==> src/rtl/display_pkg.sv <==
// Shared types and constants for the display frame scheduler.
// Source IDs double as bit positions in the arbiter's one-hot winner vector.
package display_pkg;

    typedef enum logic [1:0] {
        IDLE  = 2'd0,
        LOAD  = 2'd1,
        SHIFT = 2'd2,
        LATCH = 2'd3
    } state_t;

    localparam int DEF_NUM_DIGITS = 6;
    localparam int DEF_SEG_BITS   = 8;

    localparam logic SRC_A = 1'b0;
    localparam logic SRC_B = 1'b1;

endpackage

==> src/rtl/display_frame_scheduler_if.sv <==
// Source/display-chain bundle for display_frame_scheduler; master = scheduler side.
// The blink input exists only when DISPLAY_BLINK_EN is defined.
interface display_frame_scheduler_if #(
    parameter int NUM_DIGITS = 6,
    parameter int SEG_BITS   = 8
);
    localparam int SEL_W = (NUM_DIGITS > 1) ? $clog2(NUM_DIGITS) : 1;

    logic                req_a;
    logic                req_b;
    logic                gnt_a;
    logic                gnt_b;
    logic [SEL_W-1:0]    digit_sel;
    logic [SEG_BITS-1:0] seg_a;
    logic [SEG_BITS-1:0] seg_b;
    logic                sr_data;
    logic                sr_clk;
    logic                sr_latch;
    logic                busy;
    logic                frame_done;
`ifdef DISPLAY_BLINK_EN
    logic                blink;

    modport master (
        input  req_a, req_b, seg_a, seg_b, blink,
        output gnt_a, gnt_b, digit_sel, sr_data, sr_clk, sr_latch, busy, frame_done
    );
    modport slave (
        output req_a, req_b, seg_a, seg_b, blink,
        input  gnt_a, gnt_b, digit_sel, sr_data, sr_clk, sr_latch, busy, frame_done
    );
`else
    modport master (
        input  req_a, req_b, seg_a, seg_b,
        output gnt_a, gnt_b, digit_sel, sr_data, sr_clk, sr_latch, busy, frame_done
    );
    modport slave (
        output req_a, req_b, seg_a, seg_b,
        input  gnt_a, gnt_b, digit_sel, sr_data, sr_clk, sr_latch, busy, frame_done
    );
`endif

endinterface

==> src/rtl/display_frame_scheduler_arbiter.sv <==
// Two-requester round-robin arbiter: on a tie the source not granted last wins.
// Purely combinational; the caller owns the last-granted register.
module rr_arbiter2
    import display_pkg::*;
(
    input  logic       req_a,
    input  logic       req_b,
    input  logic       last_granted,
    output logic [1:0] win
);

    always_comb begin
        win = 2'b00;
        if (req_a && req_b) begin
            if (last_granted == SRC_B) begin
                win[SRC_A] = 1'b1;
            end else begin
                win[SRC_B] = 1'b1;
            end
        end else if (req_a) begin
            win[SRC_A] = 1'b1;
        end else if (req_b) begin
            win[SRC_B] = 1'b1;
        end
    end

endmodule

==> src/rtl/display_frame_scheduler.sv <==
// Frame sequencer for the serial 7-segment chain, shared by sources A and B.
// Optional DISPLAY_BLINK_EN adds a blink input and a frame-counted blink phase.
module display_frame_scheduler
    import display_pkg::*;
#(
    parameter int NUM_DIGITS = DEF_NUM_DIGITS,
    parameter int SEG_BITS   = DEF_SEG_BITS
`ifdef DISPLAY_BLINK_EN
    ,
    parameter int BLINK_FRAMES = 16
`endif
) (
    input logic                       clk,
    input logic                       rst_n,
    input logic                       en,
    display_frame_scheduler_if.master bus
);

    localparam int SEL_W = (NUM_DIGITS > 1) ? $clog2(NUM_DIGITS) : 1;
    localparam int PH_W  = $clog2(2 * SEG_BITS);
    localparam logic [SEL_W-1:0] LAST_DIGIT = SEL_W'(NUM_DIGITS - 1);
    localparam logic [PH_W-1:0]  LAST_PHASE = PH_W'(2 * SEG_BITS - 1);

    state_t              state_reg, state_next;
    logic                gnt_a_reg, gnt_a_next;
    logic                gnt_b_reg, gnt_b_next;
    logic                busy_reg, busy_next;
    logic [SEL_W-1:0]    digit_sel_reg, digit_sel_next;
    logic [PH_W-1:0]     phase_reg, phase_next;
    logic [SEG_BITS-1:0] sreg_reg, sreg_next;
    logic                sr_data_reg, sr_data_next;
    logic                sr_clk_reg, sr_clk_next;
    logic                sr_latch_reg, sr_latch_next;
    logic                frame_done_reg, frame_done_next;
    logic                last_granted_reg, last_granted_next;

    logic [1:0]          win;
    logic [SEG_BITS-1:0] src_byte;
    logic [SEG_BITS-1:0] load_byte;

    rr_arbiter2 u_arbiter (
        .req_a        (bus.req_a),
        .req_b        (bus.req_b),
        .last_granted (last_granted_reg),
        .win          (win)
    );

    assign src_byte = gnt_b_reg ? bus.seg_b : bus.seg_a;

`ifdef DISPLAY_BLINK_EN
    localparam int BC_W = (BLINK_FRAMES > 1) ? $clog2(BLINK_FRAMES) : 1;
    localparam logic [BC_W-1:0] BLINK_WRAP = BC_W'(BLINK_FRAMES - 1);

    logic [BC_W-1:0] blink_cnt_reg, blink_cnt_next;
    logic            blink_on_reg, blink_on_next;

    assign load_byte = (bus.blink && !blink_on_reg) ? '0 : src_byte;

    // Advances once per frame_done, regardless of which source owned the frame.
    always_comb begin
        blink_cnt_next = blink_cnt_reg;
        blink_on_next  = blink_on_reg;
        if (en && state_reg == LATCH) begin
            if (blink_cnt_reg == BLINK_WRAP) begin
                blink_cnt_next = '0;
                blink_on_next  = !blink_on_reg;
            end else begin
                blink_cnt_next = blink_cnt_reg + 1'b1;
            end
        end
    end

    always_ff @(posedge clk or negedge rst_n) begin
        if (!rst_n) begin
            blink_cnt_reg <= '0;
            blink_on_reg  <= 1'b1;
        end else begin
            blink_cnt_reg <= blink_cnt_next;
            blink_on_reg  <= blink_on_next;
        end
    end
`else
    assign load_byte = src_byte;
`endif

    // All outputs are registered: each branch computes what the next cycle shows.
    always_comb begin
        state_next        = state_reg;
        gnt_a_next        = gnt_a_reg;
        gnt_b_next        = gnt_b_reg;
        busy_next         = busy_reg;
        digit_sel_next    = digit_sel_reg;
        phase_next        = phase_reg;
        sreg_next         = sreg_reg;
        sr_data_next      = sr_data_reg;
        sr_clk_next       = sr_clk_reg;
        sr_latch_next     = sr_latch_reg;
        frame_done_next   = frame_done_reg;
        last_granted_next = last_granted_reg;

        if (en) begin
            case (state_reg)
                IDLE: begin
                    if (win != 2'b00) begin
                        gnt_a_next     = win[SRC_A];
                        gnt_b_next     = win[SRC_B];
                        busy_next      = 1'b1;
                        digit_sel_next = LAST_DIGIT;
                        state_next     = LOAD;
                    end
                end
                LOAD: begin
                    sreg_next    = load_byte;
                    phase_next   = '0;
                    sr_data_next = load_byte[SEG_BITS-1];
                    sr_clk_next  = 1'b0;
                    state_next   = SHIFT;
                end
                SHIFT: begin
                    phase_next = phase_reg + 1'b1;
                    if (!phase_reg[0]) begin
                        sr_clk_next = 1'b1;
                    end else begin
                        sr_clk_next  = 1'b0;
                        sreg_next    = {sreg_reg[SEG_BITS-2:0], 1'b0};
                        sr_data_next = sreg_reg[SEG_BITS-2];
                        if (phase_reg == LAST_PHASE) begin
                            sr_data_next = 1'b0;
                            if (digit_sel_reg == '0) begin
                                sr_latch_next   = 1'b1;
                                frame_done_next = 1'b1;
                                state_next      = LATCH;
                            end else begin
                                digit_sel_next = digit_sel_reg - 1'b1;
                                state_next     = LOAD;
                            end
                        end
                    end
                end
                LATCH: begin
                    sr_latch_next     = 1'b0;
                    frame_done_next   = 1'b0;
                    gnt_a_next        = 1'b0;
                    gnt_b_next        = 1'b0;
                    busy_next         = 1'b0;
                    last_granted_next = gnt_b_reg ? SRC_B : SRC_A;
                    state_next        = IDLE;
                end
                default: begin
                    state_next = IDLE;
                end
            endcase
        end
    end

    always_ff @(posedge clk or negedge rst_n) begin
        if (!rst_n) begin
            state_reg        <= IDLE;
            gnt_a_reg        <= 1'b0;
            gnt_b_reg        <= 1'b0;
            busy_reg         <= 1'b0;
            digit_sel_reg    <= '0;
            phase_reg        <= '0;
            sreg_reg         <= '0;
            sr_data_reg      <= 1'b0;
            sr_clk_reg       <= 1'b0;
            sr_latch_reg     <= 1'b0;
            frame_done_reg   <= 1'b0;
            last_granted_reg <= SRC_B;
        end else begin
            state_reg        <= state_next;
            gnt_a_reg        <= gnt_a_next;
            gnt_b_reg        <= gnt_b_next;
            busy_reg         <= busy_next;
            digit_sel_reg    <= digit_sel_next;
            phase_reg        <= phase_next;
            sreg_reg         <= sreg_next;
            sr_data_reg      <= sr_data_next;
            sr_clk_reg       <= sr_clk_next;
            sr_latch_reg     <= sr_latch_next;
            frame_done_reg   <= frame_done_next;
            last_granted_reg <= last_granted_next;
        end
    end

    assign bus.gnt_a      = gnt_a_reg;
    assign bus.gnt_b      = gnt_b_reg;
    assign bus.busy       = busy_reg;
    assign bus.digit_sel  = digit_sel_reg;
    assign bus.sr_data    = sr_data_reg;
    assign bus.sr_clk     = sr_clk_reg;
    assign bus.sr_latch   = sr_latch_reg;
    assign bus.frame_done = frame_done_reg;

endmodule

==> src/flat_wrapper.sv <==
// flat-port wrapper written by rule: the top's interface ports become plain ports
module display_frame_scheduler_flat import display_pkg::*;
#(
    parameter int NUM_DIGITS = DEF_NUM_DIGITS,
    parameter int SEG_BITS   = DEF_SEG_BITS

)
  (clk, rst_n, en, bus_req_a, bus_req_b, bus_seg_a, bus_seg_b, bus_gnt_a, bus_gnt_b, bus_digit_sel, bus_sr_data, bus_sr_clk, bus_sr_latch, bus_busy, bus_frame_done);
  display_frame_scheduler_if #(.NUM_DIGITS(NUM_DIGITS), .SEG_BITS(SEG_BITS)) bus_i ();
  input logic clk;
  input logic rst_n;
  input logic en;
  input wire logic [$bits(bus_i.req_a)-1:0] bus_req_a;
  input wire logic [$bits(bus_i.req_b)-1:0] bus_req_b;
  input wire logic [$bits(bus_i.seg_a)-1:0] bus_seg_a;
  input wire logic [$bits(bus_i.seg_b)-1:0] bus_seg_b;
  output wire logic [$bits(bus_i.gnt_a)-1:0] bus_gnt_a;
  output wire logic [$bits(bus_i.gnt_b)-1:0] bus_gnt_b;
  output wire logic [$bits(bus_i.digit_sel)-1:0] bus_digit_sel;
  output wire logic [$bits(bus_i.sr_data)-1:0] bus_sr_data;
  output wire logic [$bits(bus_i.sr_clk)-1:0] bus_sr_clk;
  output wire logic [$bits(bus_i.sr_latch)-1:0] bus_sr_latch;
  output wire logic [$bits(bus_i.busy)-1:0] bus_busy;
  output wire logic [$bits(bus_i.frame_done)-1:0] bus_frame_done;
  assign bus_i.req_a = bus_req_a;
  assign bus_i.req_b = bus_req_b;
  assign bus_i.seg_a = bus_seg_a;
  assign bus_i.seg_b = bus_seg_b;
  assign bus_gnt_a = bus_i.gnt_a;
  assign bus_gnt_b = bus_i.gnt_b;
  assign bus_digit_sel = bus_i.digit_sel;
  assign bus_sr_data = bus_i.sr_data;
  assign bus_sr_clk = bus_i.sr_clk;
  assign bus_sr_latch = bus_i.sr_latch;
  assign bus_busy = bus_i.busy;
  assign bus_frame_done = bus_i.frame_done;
  display_frame_scheduler #(.NUM_DIGITS(NUM_DIGITS), .SEG_BITS(SEG_BITS)) u_core (.clk(clk), .rst_n(rst_n), .en(en), .bus(bus_i));
endmodule
==> config.mk <==
export PLATFORM = sky130hd
export DESIGN_NAME = display_frame_scheduler_flat
export DESIGN_NICKNAME = d
export VERILOG_FILES = /design/src/rtl/display_pkg.sv /design/src/rtl/display_frame_scheduler_if.sv /design/src/rtl/display_frame_scheduler_arbiter.sv /design/src/rtl/display_frame_scheduler.sv /design/src/flat_wrapper.sv
export SDC_FILE = /design/constraint.sdc
export NUM_CORES = 1
export LEC_CHECK = 0
export ABC_AREA = 1
export CORE_MARGIN = 2
export CORE_UTILIZATION = 25
export CTS_CLUSTER_SIZE = 16
export DETAILED_ROUTE_END_ITERATION = 16
export DONT_BUFFER_PORTS = 1
export HOLD_SLACK_MARGIN = 0.08
export PLACE_DENSITY_LB_ADDON = 0.2
export SLEW_MARGIN = 20
export SYNTH_ARGS = -nofsm -noshare
export SYNTH_HDL_FRONTEND = slang
export SYNTH_SLANG_ARGS = --single-unit
==> constraint.sdc <==
create_clock -name clk -period 2.1 [get_ports clk]
set_clock_uncertainty 0.15 [all_clocks]
set_input_delay 0.21 -clock clk [delete_from_list [all_inputs] [get_ports clk]]
set_output_delay 0.21 -clock clk [all_outputs]
set_load 0.01 [all_outputs]
==> impl_metrics.yaml <==
layout:
  drive_above_1_share_pct: 8.586
  final_util_pct: 32.52
  design_area_um2: 1650
  area_delta_synth_final_pct: 25.98
  antenna_cells: 0
  largest_reg_flops: 7
  final_nets: 229
  fin_cells: 268
synthesis:
  synth_top_area_share_pct: 40.11
  synthTopCellsByArea: "dfrtp_1 40%, nand2_1 19%, ha_1 8.6%"
  ys_types: 22
  syn_nets: 205
  synth-seq-cells: 22
  ys.warnings.count: 0
  yosysSeqAreaShare_pct: 42.12
  avgSynthCellArea_um2: 7.486
  synth_area_um2: 1310
  synth_top_area_cell: "dfrtp_1"
  syn_inst: 175
placed_design:
  placedCellCount: 247
  dpl_cell_area_um2: 1414
  place.gp.congestion: 0.7483
  pre_cts_slack_ns: 0.2424
  io_buffers: 0
  hpwlAfterDp_um: 2281
detailed_routing:
  vias: 1144
  first_pass_iters: 4
  drc: 0
  vias_per_cell: 4.269
  ant_nets: 0
  dr.first_iter.drc_count: 61
  drt_wl_total_um: 3083
  wl_per_cell_um: 11.50
setup_path:
  arrival_ns: 1.87
  reg2reg_slack_ns: 0.25
  r2r-start: "u_core.state_reg[0]"
  criticalPathCategory: "register to register"
  startpoint_type: "register"
  critPathRequiredTime_ns: 2.12
  end_kind: "register"
  cp_max_fo: 7
  reg2reg_depth: 9
  r2r-end: "u_core.bus.digit_sel[2]"
power:
  vdd_ir_drop_max_uv: 505.4
  p_total_mw: 2.147
  p_per_area_nw_per_um2: 1301
  leakage_nw: 0.8169
timing:
  slew-limit-headroom_pct: 66.09
  max_freq_ghz: 0.5391
  setup_viol: 0
  fin_crit_sh_pct: 88.32
  tightest_slew_ns: 0.5087
  drv_slew: 0
  postLayoutSetupSlackWorst_ns: 0.2452
  hold_viol: 0
  hold_ws_ns: 0.07257
  rsz0062_at_grt: "false"
  fin_tns_setup_ns: 0
  fin_crit_ns: 1.855
global_route:
  grtUsageMet2_pct: 18.41
  grt_pass1_wl_um: 5451
  use_met3_pct: 1.540
  grt_max_degree: 23
  grtUsageTotal_pct: 11.37
  grt_pass1_vias: 1091
  grt_busiest_layer: "met2"
  gr-usage-met1_pct: 16.11
  grt_overflow: 0
  grt_antenna_before_repair: 0
job:
  maxCapViolCount: 0
floorplanning:
  num_rows: 26
  dieArea_um2: 5835
  fp.dieW_um: 76.39
  core_um2: 5075
  die_h_um: 76.39
  initial_core_util_pct: 25.81
  ios: 31
worst_hold_path:
  hold_depth: 4
  hold_path_end: "u_core.bus.sr_data"
  worstHoldStart: "bus_seg_b[7]"
  min_path_type: "primary input to register"
cts:
  clk_path_buf_depth: 2
  clk_pin_slew_ns: 0.09
  cts_sinks: 22
  htree_levels: 1
  clk_latency_ns: 0.27
  numCtsBuffers: 3
  cts_tree: "yes"
  root_buffer: "clkbuf_8"
  cts-resized-gates: 0
outcome:
  status: "finished clean"
[power by group]
part           internal [mW]  switching (mW)  leakage, nW  total (mW)
logic                  0.365           0.598        0.504       0.963
registers              0.606           0.168        0.277       0.774
clock network          0.255           0.155       0.0357       0.410
[how the worst max path moves through the flow]
| stage | from | endpoint | slack [ns] | cells past startpoint |
|---|---|---|---|---|
| floorplan | u_core.state_reg[0] | u_core.sreg_reg[0] | 0.45 | 8 |
| global placement | u_core.state_reg[0] | u_core.bus.digit_sel[1] | 0.30 | 9 |
| detailed placement | u_core.state_reg[0] | u_core.bus.digit_sel[2] | 0.24 | 9 |
| CTS | u_core.state_reg[0] | u_core.bus.digit_sel[2] | 0.25 | 9 |
| global route | u_core.state_reg[0] | u_core.bus.digit_sel[2] | 0.03 | 9 |
| finish | u_core.state_reg[0] | u_core.bus.digit_sel[2] | 0.25 | 9 |
[synth_stat cells]
master and number:
nand2_1 67, dfrtp_1 21, nor2_1 17, inv_1 13, nand3_1 13, ha_1 9, o21ai_0 8, o211ai_1 7
nand4_1 3, a21oi_1 2, buf_2 2, inv_2 2, nor3_1 2, a31oi_1 1, buf_4 1, buf_6 1
clkinv_1 1, dfstp_2 1, nor2_2 1, nor2_4 1, nor3_4 1, o21ai_1 1
[critical path, stage by stage (launching register included)]
cell     delay, ns
dfrtp_1       0.42
inv_1         0.12
ha_1          0.31
buf_4         0.19
nand2_1       0.06
nor2_1        0.03
nor2_1        0.20
nand3_1       0.15
nand2_1       0.08
nand2_1       0.05
[layout make-up]
type,count,area (um2)
fillers,561,3425
multi-input cells,133,669.4
flip-flops and latches,22,551.8
repair buffers,23,210.2
well taps,70,87.58
inverters,16,60.06
clock buffers,3,41.29
clock inverters,1,30.03
[kinds of logic (layout without fill, tap and decap cells)]
| family | after synthesis | count (layout) | synth area share, % |
|---|---|---|---|
| adder cells (fa/ha/maj) | 9 | 9 | 8.596 |
| flip-flops | 22 | 22 | 42.12 |
| buffers and inverters | 20 | 43 | 6.782 |
| AND/OR/NAND/NOR | 105 | 105 | 33.81 |
| AO/OA/AOI/OAI | 19 | 19 | 8.692 |
[per-layer routing]
layer  share of wire, %  vias to the layer above
met5                  0                        -
li1                   -                      607
met2                 47                       15
met1                 49                      518
met4                1.1                        0
met3                2.3                        4
[layout by cell type, fill, tap and decap left out]
cell type,instances
nand4_1,3
dfstp_2,1
nor3_1,2
nor2_4,1
a21oi_1,2
nand2_1,67
nor3_4,1
buf_4,6
dfrtp_1,21
o21ai_0,8
a31oi_1,1
clkinv_1,1
dlygate4sd3_1,16
buf_2,1
nor2_2,1
clkbuf_8,3
inv_1,13
o211ai_1,7
nor2_1,17
inv_2,2
nand3_1,13
ha_1,9
o21ai_1,1
bufinv_16,1
[timing repair]
item	in CTS	in global routing
setup buffers	0	0
hold buffers	16	1
endpoints found under the hold margin	33	21
(Power assumes the default switching activity.)
